## src/rtl/pc_pkg.sv

```systemverilog
// rtl/pc_pkg.sv - shared constants and next-PC select encoding for the fetch PC unit
package pc_pkg;

    localparam int INSTR_BYTES = 4;

    localparam logic [31:0] DEFAULT_RESET_VECTOR = 32'h0000_0000;
    localparam logic [31:0] DEFAULT_EXC_VECTOR   = 32'h0000_0080;

    typedef enum logic [2:0] {
        NPC_RESET,
        NPC_EXC,
        NPC_ERET,
        NPC_REDIR,
        NPC_HOLD,
        NPC_SEQ
    } npc_sel_e;

endpackage

```

## src/rtl/pc_ras.sv

```systemverilog
// rtl/pc_ras.sv - circular return-address stack with saturating count
module pc_ras
    import pc_pkg::*;
#(
    parameter int WIDTH     = 32,
    parameter int RAS_DEPTH = 4
) (
    input  logic             clk,
    input  logic             reset,
    input  logic             clear,
    input  logic             push,
    input  logic [WIDTH-1:0] push_addr,
    input  logic             pop,
    output logic [WIDTH-1:0] top,
    output logic             valid
);

    localparam int PTR_W = (RAS_DEPTH > 1) ? $clog2(RAS_DEPTH) : 1;
    localparam int CNT_W = $clog2(RAS_DEPTH + 1);

    logic [WIDTH-1:0] entries [RAS_DEPTH];
    logic [PTR_W-1:0] top_ptr;
    logic [CNT_W-1:0] count;
    logic             empty;
    logic             full;
    logic [PTR_W-1:0] ptr_inc;
    logic             wr_en;
    logic [PTR_W-1:0] wr_idx;

    assign empty   = (count == '0);
    assign full    = (count == CNT_W'(RAS_DEPTH));
    // Depth is a power of two, so the pointer wraps naturally.
    assign ptr_inc = top_ptr + PTR_W'(1);

    // Entry write port: a push+pop on a non-empty stack replaces the top in place,
    // any other push lands one slot above the current top (overwriting the oldest when full).
    always_comb begin
        wr_en  = 1'b0;
        wr_idx = ptr_inc;
        if (!reset && !clear && push) begin
            wr_en  = 1'b1;
            wr_idx = (pop && !empty) ? top_ptr : ptr_inc;
        end
    end

    // Entry storage has no reset; the count alone defines which entries are live.
    always_ff @(posedge clk) begin
        if (wr_en) begin
            entries[wr_idx] <= push_addr;
        end
    end

    // Pointer and count update; clear only empties the stack and leaves the pointer alone.
    always_ff @(posedge clk) begin
        if (reset) begin
            top_ptr <= '0;
            count   <= '0;
        end else if (clear) begin
            count <= '0;
        end else if (push && pop && !empty) begin
            top_ptr <= top_ptr;
        end else if (push) begin
            top_ptr <= ptr_inc;
            if (!full) begin
                count <= count + CNT_W'(1);
            end
        end else if (pop && !empty) begin
            top_ptr <= top_ptr - PTR_W'(1);
            count   <= count - CNT_W'(1);
        end
    end

    assign valid = !empty;
    assign top   = empty ? '0 : entries[top_ptr];

endmodule

```

## src/rtl/pc_unit.sv

```systemverilog
// rtl/pc_unit.sv - fetch program counter with prioritised next-PC select, EPC and RAS
module pc_unit
    import pc_pkg::*;
#(
    parameter int               WIDTH        = 32,
    parameter logic [WIDTH-1:0] RESET_VECTOR = WIDTH'(DEFAULT_RESET_VECTOR),
    parameter logic [WIDTH-1:0] EXC_VECTOR   = WIDTH'(DEFAULT_EXC_VECTOR),
    parameter int               RAS_DEPTH    = 4
) (
    input  logic             clk,
    input  logic             reset,
    input  logic             stall,
    input  logic             redirect_valid,
    input  logic [WIDTH-1:0] redirect_target,
    input  logic             exc_valid,
    input  logic [WIDTH-1:0] exc_pc,
    input  logic             eret,
    input  logic             ras_push,
    input  logic [WIDTH-1:0] ras_push_addr,
    input  logic             ras_pop,
    output logic [WIDTH-1:0] pc_out,
    output logic             pc_misaligned,
    output logic [WIDTH-1:0] epc_out,
    output logic [WIDTH-1:0] ras_top,
    output logic             ras_valid
);

    npc_sel_e         npc_sel;
    logic [WIDTH-1:0] pc_next;
    logic [WIDTH-1:0] pc_q;
    logic             misaligned_q;
    logic [WIDTH-1:0] epc_q;

    // Priority select: reset, exception, eret, redirect, stall, then sequential.
    always_comb begin
        npc_sel = NPC_SEQ;
        if (reset) begin
            npc_sel = NPC_RESET;
        end else if (exc_valid) begin
            npc_sel = NPC_EXC;
        end else if (eret) begin
            npc_sel = NPC_ERET;
        end else if (redirect_valid) begin
            npc_sel = NPC_REDIR;
        end else if (stall) begin
            npc_sel = NPC_HOLD;
        end
    end

    // Next-PC mux; targets are loaded unchanged even when misaligned.
    always_comb begin
        pc_next = pc_q + WIDTH'(INSTR_BYTES);
        case (npc_sel)
            NPC_RESET: pc_next = RESET_VECTOR;
            NPC_EXC:   pc_next = EXC_VECTOR;
            NPC_ERET:  pc_next = epc_q;
            NPC_REDIR: pc_next = redirect_target;
            NPC_HOLD:  pc_next = pc_q;
            NPC_SEQ:   pc_next = pc_q + WIDTH'(INSTR_BYTES);
            default:   pc_next = pc_q + WIDTH'(INSTR_BYTES);
        endcase
    end

    // PC and its alignment flag are registered together so they always describe the same fetch.
    always_ff @(posedge clk) begin
        pc_q         <= pc_next;
        misaligned_q <= (pc_next[1:0] != 2'b00);
    end

    // EPC changes only when an exception is taken.
    always_ff @(posedge clk) begin
        if (reset) begin
            epc_q <= '0;
        end else if (exc_valid) begin
            epc_q <= exc_pc;
        end
    end

    pc_ras #(
        .WIDTH     (WIDTH),
        .RAS_DEPTH (RAS_DEPTH)
    ) u_ras (
        .clk       (clk),
        .reset     (reset),
        .clear     (exc_valid),
        .push      (ras_push),
        .push_addr (ras_push_addr),
        .pop       (ras_pop),
        .top       (ras_top),
        .valid     (ras_valid)
    );

    assign pc_out        = pc_q;
    assign pc_misaligned = misaligned_q;
    assign epc_out       = epc_q;

endmodule

```

## config.mk

```make
export PLATFORM = sky130hd
export DESIGN_NAME = pc_unit
export DESIGN_NICKNAME = d
export VERILOG_FILES = /design/src/rtl/pc_pkg.sv /design/src/rtl/pc_ras.sv /design/src/rtl/pc_unit.sv
export SDC_FILE = /design/constraint.sdc
export NUM_CORES = 1
export LEC_CHECK = 0
export ABC_AREA = 1
export CORE_UTILIZATION = 44
export DETAILED_ROUTE_END_ITERATION = 8
export PLACE_DENSITY = 0.71
export REMOVE_ABC_BUFFERS = 1
export SYNTH_ARGS = -nofsm -noshare
export SYNTH_HDL_FRONTEND = slang
export SYNTH_SLANG_ARGS = --single-unit
```

## constraint.sdc

```tcl
create_clock -name clk -period 3.06 [get_ports clk]
set_input_delay 0.306 -clock clk [delete_from_list [all_inputs] [get_ports clk]]
set_output_delay 0.306 -clock clk [all_outputs]
set_load 0.03 [all_outputs]
```

==> out/qor.yml <==
power_and_ir_drop:
  power_density_mw_per_mm2: 528
  p_leak_uw: 0.00442
  max-vdd-ir-drop_mv: 0.432
grt:
  antenna_found_initial: 1
  grt_pass1_vias: 6816
  grt-ovfl-total: 0
  grt_use_total_pct: 21.4
  grt_max_degree: 65
  grt_pass1_wl_mm: 35.3
place:
  dp_hpwl_mm: 15.2
  portBuffers: 201
  placed_area_mm2: 0.0113
  place_congestion: 0.874
  dpl_worst_slack_ns: 0.510
logic_synthesis:
  syn_avg_cell_area_um2: 9.36
  yosysUniqueCellTypes: 34
  synth-edff-count: 158
  synth-warning-count: 0
  post_synth_inst_count: 968
  ys_async_sr_fraction_pct: 0
  ys_ff_latch: 200
  netlist_area_mm2: 0.00906
  ys.flop_type: "edfxtp_1"
  yosysSeqAreaShare_pct: 61.6
floorplan:
  die-area_mm2: 0.0212
  coreArea_mm2: 0.0202
  num_io_pins: 202
  chipWidth_um: 145
  die_h_um: 145
  fp-row-count: 52
  start_util_pct: 44.8
clock_network:
  h-tree-depth: 4
  postCtsHoldBufs: 0
  cts_resized: 0
  clockRootBuffer: "clkbuf_16"
  cts.sinks: 200
  worstSkewPairLatency_ns: 0.44
  clk_path_buf_depth: 2
  clk_pin_slew_ns: 0.09
  cts_tree: "yes"
  cts_buffers: 17
  post_cts.repair.setup_buffers: 0
timing:
  setup_viol: 0
  maxSlewViolCount: 0
  setup_ws_ns: 0.589
  fin_worst_skew_ns: 0.0181
  hold_viol: 0
  layout_min_cycle_time_ns: 2.47
  relSlewSlack_pct: 25.5
  worstMarginPinSlew_ns: 1.12
  finalCritPeriodShare_pct: 80.7
  rsz0062_at_grt: "false"
  fmax_ghz: 0.405
critical_path:
  path_class: "reg -> out"
  critical_path.cell_chain: "inv_1 > nand3b_1 > inv_1 > buf_12 > a21oi_1 > buf_4"
  cp.required_ns: 2.75
  cp-start-kind: "register"
  cp.arrival_ns: 2.16
  slowest_delay_ns: 0.57
  cpMaxStageDelayCell: "inv_1"
  end_kind: "output port"
  crit_family: "buffers and inverters"
  crit_top_cell: "inv_1"
  crit_buf_inv: 4
  cp_max_fo: 18
drt:
  final_antenna_net_count: 0
  drtIter0Drc: 414
  vias: 7182
  first_pass_iters: 5
  drc: 0
  wl_mm: 22.5
  wl_per_cell_um: 15.6
  via_per_inst: 4.97
final_layout:
  layout_commonest_cell: "nand2_1"
  antennaDiodeCount: 0
  fillers: 1754
  mostFrequentLayoutCells: "nand2_1 (199), nor2_1 (170), clkdlybuf4s50_1 (169)"
  stdcell_area_mm2: 0.0119
  fin_util_pct: 58.8
  area_delta_synth_final_pct: 31.3
  drive_gt1_share_pct: 8.86
  final_nets: 1267
job:
  cap_violations: 0
run_status:
  status: "complete, no violations"
hold_path:
  min_path_type: "in -> reg"
power by group:
part,total [µW],switching [µW],internal (µW)
combinational,973,590,383
clock,2230,1120,1110
sequential,3070,56.2,3020
total,6270,1760,4510
Yosys cell counts, types with 2 or more instances:
cell type / n / area [µm²]
xnor2_1: 6 / 52.6
nor2_8: 2 / 40.0
o21ai_1: 7 / 35.0
nand3_2: 2 / 20.0
a21oi_1: 38 / 190
o21ai_2: 5 / 43.8
inv_1: 90 / 338
o21ai_0: 112 / 561
edfxtp_1: 158 / 4740
nand2_1: 199 / 747
o21bai_1: 3 / 22.5
buf_1: 3 / 11.3
nor2_2: 6 / 37.5
dfxtp_1: 42 / 841
nand3_1: 52 / 260
xor2_1: 9 / 78.8
nand2_2: 2 / 12.5
o211ai_1: 5 / 37.5
clkbuf_1: 18 / 67.6
buf_6: 6 / 67.6
nand3b_1: 5 / 37.5
nor2_1: 174 / 653
buf_2: 12 / 60.1
buf_4: 2 / 15.0
routing by layer:
metal	vias to the layer above	part of all wire, %	global-route usage (%)
met3	28	8.9	6.80
met4	2	1.4	6.16
met1	3295	41	26.1
met2	272	48	36.4
met5	-	0.058	0
li1	3585	-	-
through the flow:
stage	TNS [ns]	power (µW)	cells	hold slack, ns
finish	0	6270	1444	0.423
global route	0	6490	1444	0.424
CTS	0	6310	1444	0.410
detailed placement	0	4110	1412	0.479
global placement	0	4100	1412	0.473
floorplan	-12.89	3620	927	0.384
final timing paths:
check	start	to	slack [ns]	depth (start not counted)
hold / removal	exc_pc[12]	epc_out[12]$_SDFFE_PP0P_	0.42	3
setup reg to reg	u_ras.count[0]$_SDFFE_PP0P_	u_ras.entries[2][12]$_DFFE_PP_	0.96	8
setup / recovery	u_ras.count[0]$_SDFFE_PP0P_	ras_top[30]	0.59	6
hold reg to reg	epc_out[23]$_SDFFE_PP0P_	epc_out[23]$_SDFFE_PP0P_	0.50	2
worst register-to-register path, delay by kind of cell (launching register included):
family,cells,cell delay (ns)
flip-flops,1,0.33
buffers and inverters,3,0.57
AO/OA/AOI/OAI,1,0.15
AND/OR/NAND/NOR,4,0.68
kinds of logic after synthesis:
family,synth area share (%)
AOI/OAI and AO/OA,9.92
xor gates and xnor gates,1.45
adders and majority gates,0.359
buffers and inverters,6.42
DFF,61.6
and+or+nand+nor,20.2
state kept, by name, indices dropped and copies added (netlist names), named ones only:
name,count
u_ras.entries,128
epc_out,32
pc_out,32
u_ras.count,3
u_ras.top_ptr,2
pc_misaligned,1
cell type report:
type	count	area, µm²	share of cell area, %
Sequential cell	200	5590	47.0
Tap cell	270	338	2.84
Multi-Input combinational cell	633	2920	24.6
Clock buffer	17	425	3.58
Clock inverter	15	173	1.45
Inverter	94	360	3.03
Timing Repair Buffer	215	2090	17.5
No activity file was read; power rests on OpenSTA's default activity.
